## src/rtl/counter_cmd_arbiter_if.sv

```systemverilog
// rtl/counter_cmd_arbiter_if.sv - requester and counter-side signal bundle for counter_cmd_arbiter
//
// Ports (slave = arbiter side, master = requesters + counter side):
//   Req0/Req1, Op0/Op1, Arg0/Arg1   command requests (00 LOAD, 01 UP, 10 DOWN, 11 NOP)
//   Gnt0/Gnt1                       one-cycle accept pulses
//   Busy, Done, Done_Id, Sat, Result command status and completion report
//   Cnt_In, Cnt_Load, Cnt_Up, Cnt_Down  drive to the counter
//   Cnt_Value, Cnt_High, Cnt_Low    counter state and flags
interface counter_cmd_arbiter_if #(
  parameter int WIDTH = 5
);
  logic             Req0;
  logic             Req1;
  logic [1:0]       Op0;
  logic [1:0]       Op1;
  logic [WIDTH-1:0] Arg0;
  logic [WIDTH-1:0] Arg1;
  logic             Gnt0;
  logic             Gnt1;
  logic             Busy;
  logic             Done;
  logic             Done_Id;
  logic             Sat;
  logic [WIDTH-1:0] Result;
  logic [WIDTH-1:0] Cnt_In;
  logic             Cnt_Load;
  logic             Cnt_Up;
  logic             Cnt_Down;
  logic [WIDTH-1:0] Cnt_Value;
  logic             Cnt_High;
  logic             Cnt_Low;

  modport slave (
    input  Req0, Req1, Op0, Op1, Arg0, Arg1, Cnt_Value, Cnt_High, Cnt_Low,
    output Gnt0, Gnt1, Busy, Done, Done_Id, Sat, Result,
           Cnt_In, Cnt_Load, Cnt_Up, Cnt_Down
  );

  modport master (
    output Req0, Req1, Op0, Op1, Arg0, Arg1, Cnt_Value, Cnt_High, Cnt_Low,
    input  Gnt0, Gnt1, Busy, Done, Done_Id, Sat, Result,
           Cnt_In, Cnt_Load, Cnt_Up, Cnt_Down
  );
endinterface

```

## src/rtl/counter_cmd_arbiter.sv

```systemverilog
// rtl/counter_cmd_arbiter.sv - round-robin command sequencer driving a WIDTH-bit up/down counter
//
// Ports:
//   i_clk  clock, rising edge
//   i_rst  synchronous active-high reset; also gates all Cnt_* outputs in its cycle
//   bus    counter_cmd_arbiter_if.slave (requests, grants, status, counter pins)
// Optional feature macro: CNT_ARB_WRAP_EN (wrap through 0 / all-ones instead of
// stopping when the counter reaches High/Low).
module counter_cmd_arbiter #(
  parameter int WIDTH = 5
) (
  input  logic                  i_clk,
  input  logic                  i_rst,
  counter_cmd_arbiter_if.slave  bus
);

  typedef enum logic [1:0] {S_IDLE, S_EXEC, S_DONE} state_t;

  localparam logic [1:0] OP_LOAD = 2'b00;
  localparam logic [1:0] OP_UP   = 2'b01;
  localparam logic [1:0] OP_DOWN = 2'b10;

  state_t           r_state;
  state_t           w_next;
  logic [1:0]       r_op;
  logic [WIDTH-1:0] r_arg;
  logic [WIDTH-1:0] r_rem;
  logic             r_id;
  logic             r_ptr;
  logic             r_first;
  logic             r_sat;

  logic             w_any;
  logic             w_win;
  logic             w_updn;
  logic             w_rem_nz;
  logic             w_lim;
  logic             w_step;
  logic             w_sat_end;

  assign w_any    = bus.Req0 | bus.Req1;
  // On contention the requester that was not granted last wins.
  assign w_win    = (bus.Req0 && bus.Req1) ? ~r_ptr : bus.Req1;
  assign w_updn   = (r_op == OP_UP) || (r_op == OP_DOWN);
  assign w_rem_nz = (r_rem != '0);
  assign w_lim    = (r_op == OP_UP) ? bus.Cnt_High : bus.Cnt_Low;

`ifdef CNT_ARB_WRAP_EN
  // At the limit the step becomes a wrap-around load, so every step is issued.
  assign w_step    = w_updn && w_rem_nz;
  assign w_sat_end = 1'b0;
`else
  assign w_step    = w_updn && w_rem_nz && !w_lim;
  assign w_sat_end = w_updn && w_rem_nz && w_lim;
`endif

  always_ff @(posedge i_clk) begin
    if (i_rst) begin
      r_state <= S_IDLE;
    end else begin
      r_state <= w_next;
    end
  end

  // EXEC ends after any non-stepping cycle (LOAD, NOP, N=0, saturation)
  // or after the step that consumes the last remaining count.
  always_comb begin
    w_next = r_state;
    case (r_state)
      S_IDLE:  if (w_any) w_next = S_EXEC;
      S_EXEC:  if (!w_step || (r_rem == WIDTH'(1))) w_next = S_DONE;
      S_DONE:  w_next = S_IDLE;
      default: w_next = S_IDLE;
    endcase
  end

  always_ff @(posedge i_clk) begin
    if (i_rst) begin
      r_op    <= 2'b11;
      r_arg   <= '0;
      r_rem   <= '0;
      r_id    <= 1'b0;
      r_ptr   <= 1'b1;
      r_first <= 1'b0;
      r_sat   <= 1'b0;
    end else begin
      r_first <= (r_state == S_IDLE) && w_any;
      case (r_state)
        S_IDLE: if (w_any) begin
          r_id  <= w_win;
          r_ptr <= w_win;
          r_op  <= w_win ? bus.Op1 : bus.Op0;
          r_arg <= w_win ? bus.Arg1 : bus.Arg0;
          r_rem <= w_win ? bus.Arg1 : bus.Arg0;
          r_sat <= 1'b0;
        end
        S_EXEC: begin
          if (w_step)    r_rem <= r_rem - WIDTH'(1);
          if (w_sat_end) r_sat <= 1'b1;
        end
        default: ;
      endcase
    end
  end

  always_comb begin
    bus.Busy     = (r_state != S_IDLE);
    bus.Gnt0     = (r_state == S_EXEC) && r_first && !r_id;
    bus.Gnt1     = (r_state == S_EXEC) && r_first && r_id;
    bus.Done     = (r_state == S_DONE);
    bus.Done_Id  = (r_state == S_DONE) && r_id;
    bus.Sat      = (r_state == S_DONE) && r_sat;
    bus.Result   = (r_state == S_DONE) ? bus.Cnt_Value : '0;
    bus.Cnt_In   = '0;
    bus.Cnt_Load = 1'b0;
    bus.Cnt_Up   = 1'b0;
    bus.Cnt_Down = 1'b0;
    // Reset gates the counter pins in the same cycle so an aborted command
    // cannot leave one extra step behind.
    if ((r_state == S_EXEC) && !i_rst) begin
      case (r_op)
        OP_LOAD: begin
          bus.Cnt_Load = 1'b1;
          bus.Cnt_In   = r_arg;
        end
        OP_UP: if (w_step) begin
`ifdef CNT_ARB_WRAP_EN
          if (bus.Cnt_High) begin
            bus.Cnt_Load = 1'b1;
            bus.Cnt_In   = '0;
          end else begin
            bus.Cnt_Up = 1'b1;
          end
`else
          bus.Cnt_Up = 1'b1;
`endif
        end
        OP_DOWN: if (w_step) begin
`ifdef CNT_ARB_WRAP_EN
          if (bus.Cnt_Low) begin
            bus.Cnt_Load = 1'b1;
            bus.Cnt_In   = '1;
          end else begin
            bus.Cnt_Down = 1'b1;
          end
`else
          bus.Cnt_Down = 1'b1;
`endif
        end
        default: ;
      endcase
    end
  end

endmodule

```

## src/flat_wrapper.sv

```systemverilog
// flat-port wrapper written by rule: the top's interface ports become plain ports
module counter_cmd_arbiter_flat 
#(
  parameter int WIDTH = 5
)
  (i_clk, i_rst, bus_Req0, bus_Req1, bus_Op0, bus_Op1, bus_Arg0, bus_Arg1, bus_Cnt_Value, bus_Cnt_High, bus_Cnt_Low, bus_Gnt0, bus_Gnt1, bus_Busy, bus_Done, bus_Done_Id, bus_Sat, bus_Result, bus_Cnt_In, bus_Cnt_Load, bus_Cnt_Up, bus_Cnt_Down);
  counter_cmd_arbiter_if #(.WIDTH(WIDTH)) bus_i ();
  input  logic i_clk;
  input  logic i_rst;
  input wire logic [$bits(bus_i.Req0)-1:0] bus_Req0;
  input wire logic [$bits(bus_i.Req1)-1:0] bus_Req1;
  input wire logic [$bits(bus_i.Op0)-1:0] bus_Op0;
  input wire logic [$bits(bus_i.Op1)-1:0] bus_Op1;
  input wire logic [$bits(bus_i.Arg0)-1:0] bus_Arg0;
  input wire logic [$bits(bus_i.Arg1)-1:0] bus_Arg1;
  input wire logic [$bits(bus_i.Cnt_Value)-1:0] bus_Cnt_Value;
  input wire logic [$bits(bus_i.Cnt_High)-1:0] bus_Cnt_High;
  input wire logic [$bits(bus_i.Cnt_Low)-1:0] bus_Cnt_Low;
  output wire logic [$bits(bus_i.Gnt0)-1:0] bus_Gnt0;
  output wire logic [$bits(bus_i.Gnt1)-1:0] bus_Gnt1;
  output wire logic [$bits(bus_i.Busy)-1:0] bus_Busy;
  output wire logic [$bits(bus_i.Done)-1:0] bus_Done;
  output wire logic [$bits(bus_i.Done_Id)-1:0] bus_Done_Id;
  output wire logic [$bits(bus_i.Sat)-1:0] bus_Sat;
  output wire logic [$bits(bus_i.Result)-1:0] bus_Result;
  output wire logic [$bits(bus_i.Cnt_In)-1:0] bus_Cnt_In;
  output wire logic [$bits(bus_i.Cnt_Load)-1:0] bus_Cnt_Load;
  output wire logic [$bits(bus_i.Cnt_Up)-1:0] bus_Cnt_Up;
  output wire logic [$bits(bus_i.Cnt_Down)-1:0] bus_Cnt_Down;
  assign bus_i.Req0 = bus_Req0;
  assign bus_i.Req1 = bus_Req1;
  assign bus_i.Op0 = bus_Op0;
  assign bus_i.Op1 = bus_Op1;
  assign bus_i.Arg0 = bus_Arg0;
  assign bus_i.Arg1 = bus_Arg1;
  assign bus_i.Cnt_Value = bus_Cnt_Value;
  assign bus_i.Cnt_High = bus_Cnt_High;
  assign bus_i.Cnt_Low = bus_Cnt_Low;
  assign bus_Gnt0 = bus_i.Gnt0;
  assign bus_Gnt1 = bus_i.Gnt1;
  assign bus_Busy = bus_i.Busy;
  assign bus_Done = bus_i.Done;
  assign bus_Done_Id = bus_i.Done_Id;
  assign bus_Sat = bus_i.Sat;
  assign bus_Result = bus_i.Result;
  assign bus_Cnt_In = bus_i.Cnt_In;
  assign bus_Cnt_Load = bus_i.Cnt_Load;
  assign bus_Cnt_Up = bus_i.Cnt_Up;
  assign bus_Cnt_Down = bus_i.Cnt_Down;
  counter_cmd_arbiter #(.WIDTH(WIDTH)) u_core (.i_clk(i_clk), .i_rst(i_rst), .bus(bus_i));
endmodule
```

## config.mk

```make
export PLATFORM = sky130hd
export DESIGN_NAME = counter_cmd_arbiter_flat
export DESIGN_NICKNAME = d
export VERILOG_FILES = /design/src/rtl/counter_cmd_arbiter_if.sv /design/src/rtl/counter_cmd_arbiter.sv /design/src/flat_wrapper.sv
export SDC_FILE = /design/constraint.sdc
export NUM_CORES = 1
export LEC_CHECK = 0
export CAP_MARGIN = 20
export CORE_MARGIN = 4
export CORE_UTILIZATION = 39
export CTS_CLUSTER_SIZE = 28
export DETAILED_ROUTE_END_ITERATION = 12
export GPL_TIMING_DRIVEN = 0
export HOLD_SLACK_MARGIN = 0.12
export PLACE_DENSITY = 0.86
export SETUP_SLACK_MARGIN = 0.3
export SYNTH_ARGS = -nofsm -noshare
export SYNTH_HDL_FRONTEND = slang
export SYNTH_SLANG_ARGS = --single-unit
```

## constraint.sdc

```tcl
create_clock -name i_clk -period 1.4 [get_ports i_clk]
set_input_delay 0.14 -clock i_clk [delete_from_list [all_inputs] [get_ports i_clk]]
set_output_delay 0.14 -clock i_clk [all_outputs]
set_load 0.01 [all_outputs]
```

# Word-level counts from Yosys, hierarchy flattened

Index checks and enable logic that the tools add are counted.
Widths: inputs -> output; s select.

Register bits after elaboration: 18
Input port bits: 25

$add $sub $neg: 1
Equality and inequality tests: 9
Multiplexer cells: 23
Bitwise operators: 2
Reductions and logical operators: 26

Operators by type and width:

| cell                | number |
|---|---|
| $mux 5              | 6 |
| $logic_and 1x1->1   | 11 |
| $mux 1              | 11 |
| $pmux 5 s2          | 1 |
| $ne 2x1->1 const B  | 4 |
| $mux 2              | 3 |
| $reduce_and 3->1    | 2 |
| $eq 5x1->1 const B  | 1 |
| $reduce_bool 5->1   | 1 |
| $sub 5x1->5 const B | 1 |
| $eq 2x1->1 const B  | 2 |
| $eq 2x2->1 const B  | 2 |
| $logic_not 1->1     | 4 |
| $logic_not 2->1     | 2 |
| $pmux 2 s2          | 1 |
| $reduce_and 2->1    | 2 |
| $reduce_bool 2->1   | 2 |
| $logic_or 1x1->1    | 2 |
| $pmux 1 s2          | 1 |
| $not 1->1           | 1 |
| $or 1x1->1          | 1 |

# Logic depth before layout (Yosys ltp)

Depth after elaboration: 8
Depth in mapped cells: 6

# Worst setup path after synthesis

No wires, ideal clock.

Path type: register to register
Start: reg u_core.r_rem[0]
End: reg u_core.r_rem[2]
Library setup time: 0.133 ns
Arrival: 1.431 ns
Slack: -0.164 ns
Stages on the path, launching flop included: 7
Period minus slack after synthesis: 1.564 ns
Cells stage by stage: dfxtp_1 -> inv_1 -> ha_1 -> or4b_4 -> nand4_4 -> and2_4 -> o32ai_2

Word-level cells in the longest chain between the ends: 5
Elaborated cells between the ends (all ways): 8

RTL lines:

| element                                             | RTL line                  | text |
|---|---|---|
| from (decl)                                         | counter_cmd_arbiter.sv:27 | `logic [WIDTH-1:0] r_rem;` |
| from (signal assigned)                              | counter_cmd_arbiter.sv:94 | `r_rem <= w_win ? bus.Arg1 : bus.Arg0;` |
| from (signal assigned)                              | counter_cmd_arbiter.sv:98 | `if (w_step) r_rem <= r_rem - WIDTH'(1);` |
| branches (longest 5 deep; another with $sub 5x1->5) | -                         |  |

Several ways; the timed one is not identified. The select of a mux whose other input is x is not followed.
A chain may end at the register's enable or synchronous reset.

# Worst setup path after layout

Start: reg u_core.r_rem[0]
End: out bus_Cnt_Down

Word-level cells in the longest chain between the ends: 6

RTL lines:

| element                        | RTL line                   | text |
|---|---|---|
| $reduce_bool 5->1              | counter_cmd_arbiter.sv:45  | `assign w_rem_nz = (r_rem != '0);` |
| $logic_and 1x1->1 (2 in a row) | counter_cmd_arbiter.sv:53  | `assign w_step = w_updn && w_rem_nz && !w_lim;` |
| $mux 1                         | counter_cmd_arbiter.sv:138 | `OP_DOWN: if (w_step) begin` |
| $mux 1                         | counter_cmd_arbiter.sv:121 | `case (r_op)` |
| $mux 1                         | counter_cmd_arbiter.sv:120 | `if ((r_state == S_EXEC) && !i_rst) begin` |
| to (decl)                      | flat_wrapper.sv:29         | `output wire logic [$bits(bus_i.Cnt_Down)-1:0] bus_Cnt_Down;` |

Every way passes these cells.

==> run metrics <==
status finished with violations; failing checks setup timing; worst min-delay path category in2reg; initial antenna violation count 0; ANT cells 0; Critical R2R Launch u_core.r_rem[0]; chip height 61.3 um; Max IR drop VDD 0.718 mV; #FFs+latches synth 18; core area 2730 sq um; Cells after Synth 127; TritonRoute pass-1 iters 4; R2R setup slack -0.52 ns; beginning of the critical path u_core.r_rem[0]; GRT busiest layer met2; largest cells by area after synthesis dfxtp_1 (33%), and2_1 (7.9%), nor2_1 (5.8%), ha_1 (5.6%), mux2_2 (4.1%); Via Count 1503; unrepaired setup endpoints after global routing yes; clk buf depth 2; crit path max fanout 3; Setup WS post-layout -0.554 ns; Avg WL per Cell 23.8 um; H-tree levels 1; final wirelength 5920 um; max cap viols 0; Clock Skew 0.00356 ns; CP Capture Point bus_Cnt_Down; antenna-violating nets left 0; synthesized cell area 1110 sq um; worst rel slew slack 58.0%; fmax 512 MHz; Final Hold Fails 0; leading area contributor after synthesis dfxtp_1; layout cells sized above 1 61.5%; TritonCTS Buffers 3; sequential cell area fraction in the yosys report 32.5%; dpl ws -0.587 ns; # fillers 124; Synth Net Count 157; Worst-path clk slew 0.13 ns; R2R Path End u_core.r_rem[3]; Hold Slack 0.446 ns; Initial Util 40.5%; CTS tree built; Root Driver clkbuf_4; Critical Path Source Type register; largest net degree at the start of global routing 11; area grow syn2layout 109%; post-detail-place hpwl 2260 um; FF-to-FF path depth 8; Ys Warns 0; DRC 0; 1st-iter DRT viols 148; Vias/cell 6.04; CP required 1.26 ns; pwr/cell area 965 nW/um^2; Final Setup Violations 36; Max Transition Viols Final 0; CP Class reg2out; Yosys top cell area share 32.5%; arrival time at the worst endpoint 1.81 ns; GR Overflow Total 0; min cycle time layout 1.95 ns; leakage power figure 1.01 nW; Die ar. 3760 sq um; GR Util met2 40.3%; Slew @ Worst Pin 0.630 ns; Clock Sink Count 18; Routability Congestion 0.833; nets 249; M3 GR Usage 3.98%; hold_buf cts 0; worst-skew pair later-pin latency 0.33 ns; fin crit share 140%; Ports 44; number of library cell types mapped by synthesis 39; first-pass GRT wire length 6590 um; Worst Setup End Kind output port; vias in the first global route 1386; Syn Area/Cell 8.73 sq um; DIE WIDTH 61.3 um; GR Layer Usage met1 28.0%; Port-buffer cells 43; Tot GR Track Use 23.8%; Placement Rows 19
-- cell usage after synthesis (all sizes together) --
library cell,instances
a211o,2
a211oi,2
a21boi,1
a21o,1
a21oi,8
a221o,1
a22oi,2
a31oi,1
a32o,1
and2,15
and2b,1
and3,1
buf,2
clkbuf,2
dfxtp,18
ha,5
inv,5
mux2,4
mux2i,3
nand2,5
nand2b,4
nand3,2
nand4,1
nand4b,1
nor2,17
nor2b,4
nor3,7
nor3b,2
o21a,1
o21ai,1
o31ai,1
o32ai,3
or2b,1
or3,1
or4b,1
-- cell type report --
cell class                 count  area (sq um)  share of cell area, %
sequential                    18           377                   16.2
clock buffer                   4          36.3                   1.56
tap                           31          38.8                   1.67
buffer                         4          23.8                   1.02
timing repair buffer          86           846                   36.4
multi-input combinational    101           976                   42.0
inverter                       5          23.8                   1.02
-- metal layers --
metal / share of wire, % / routed length, um
met3: 9.8 / 579
met2: 46 / 2740
met4: 5.3 / 313
met5: 0 / 0
met1: 39 / 2290
-- power by group --
group | switching [W] | internal, W
Clock | 0.000213 | 0.000160
Combinational | 0.000554 | 0.000621
Sequential | 0.000101 | 0.000590
-- worst min path at each step --
| stage | start | end | cells past startpoint |
|---|---|---|---|
| 4_1_cts | bus_Req0 | u_core.r_ptr | 3 |
| 2_1_floorplan | i_rst | bus_Cnt_Load | 1 |
| 6_report | bus_Req0 | u_core.r_ptr | 3 |
| 3_3_place_gp | u_core.r_arg[0] | u_core.r_arg[0] | 2 |
| 5_1_grt | bus_Req0 | u_core.r_ptr | 3 |
| 3_5_place_dp | u_core.r_arg[0] | u_core.r_arg[0] | 2 |
-- worst max-delay path, stage by stage (launching register included) --
cell and delay (ns):
dfxtp_2 0.36, inv_2 0.08, ha_4 0.13, or4b_4 0.49, nand3_4 0.10, nor3_4 0.05
and2_4 0.16, buf_6 0.12
-- logic make-up after synthesis --
group | Yosys count | share of synthesized area [%]
multiplexers | 7 | 7.11
buffers and inverters | 9 | 3.27
AO/OA/AOI/OAI | 25 | 18.5
flip-flops | 18 | 32.5
AND/OR/NAND/NOR | 63 | 33.0
adder cells (fa/ha/maj) | 5 | 5.64
-- stage by stage --
step                cell area, sq um  setup TNS (ns)  std cells  total power [W]  utilization (%)
global placement                1700          -10.46        201          0.00128             62.3
CTS                             2110           -3.91        237          0.00193             77.3
detailed placement              1700          -11.32        201          0.00131             62.3
global route                    2320           -9.72        249          0.00229             84.9
floorplan                       1230          -0.371        127          0.00110                -
finish                          2320           -9.00        249          0.00224             84.9
-- flip-flops by register name (all words and copies together), names as in the netlist --
name / count
u_core.r_arg: 5
u_core.r_rem: 5
u_core.r_op: 2
u_core.r_state: 2
u_core.r_first: 1
u_core.r_id: 1
u_core.r_ptr: 1
u_core.r_sat: 1
-- what timing repair did --
action / in CTS / in global routing
gates resized for setup: 130 / 25
endpoints found under the setup margin: 35 / 37
cloned: 2 / 0
setup buffers: 30 / 12
pin swaps: 26 / 5
-- layout by cell type (no fill, tap or decap), drive strengths merged, types with 3 or more instances in the layout --
cell type | synthesis | layout
ha | 5 | 5
mux2i | 3 | 3
dfxtp | 18 | 18
o32ai | 3 | 3
inv | 5 | 5
nand2b | 4 | 4
nor2 | 17 | 17
clkdlybuf4s50 | 0 | 22
and2 | 15 | 15
mux2 | 4 | 4
clkbuf | 2 | 6
nor3 | 7 | 7
nand2 | 5 | 5
nor2b | 4 | 4
a21oi | 8 | 8
buf | 2 | 64
Power figures use the tool's default switching activity.
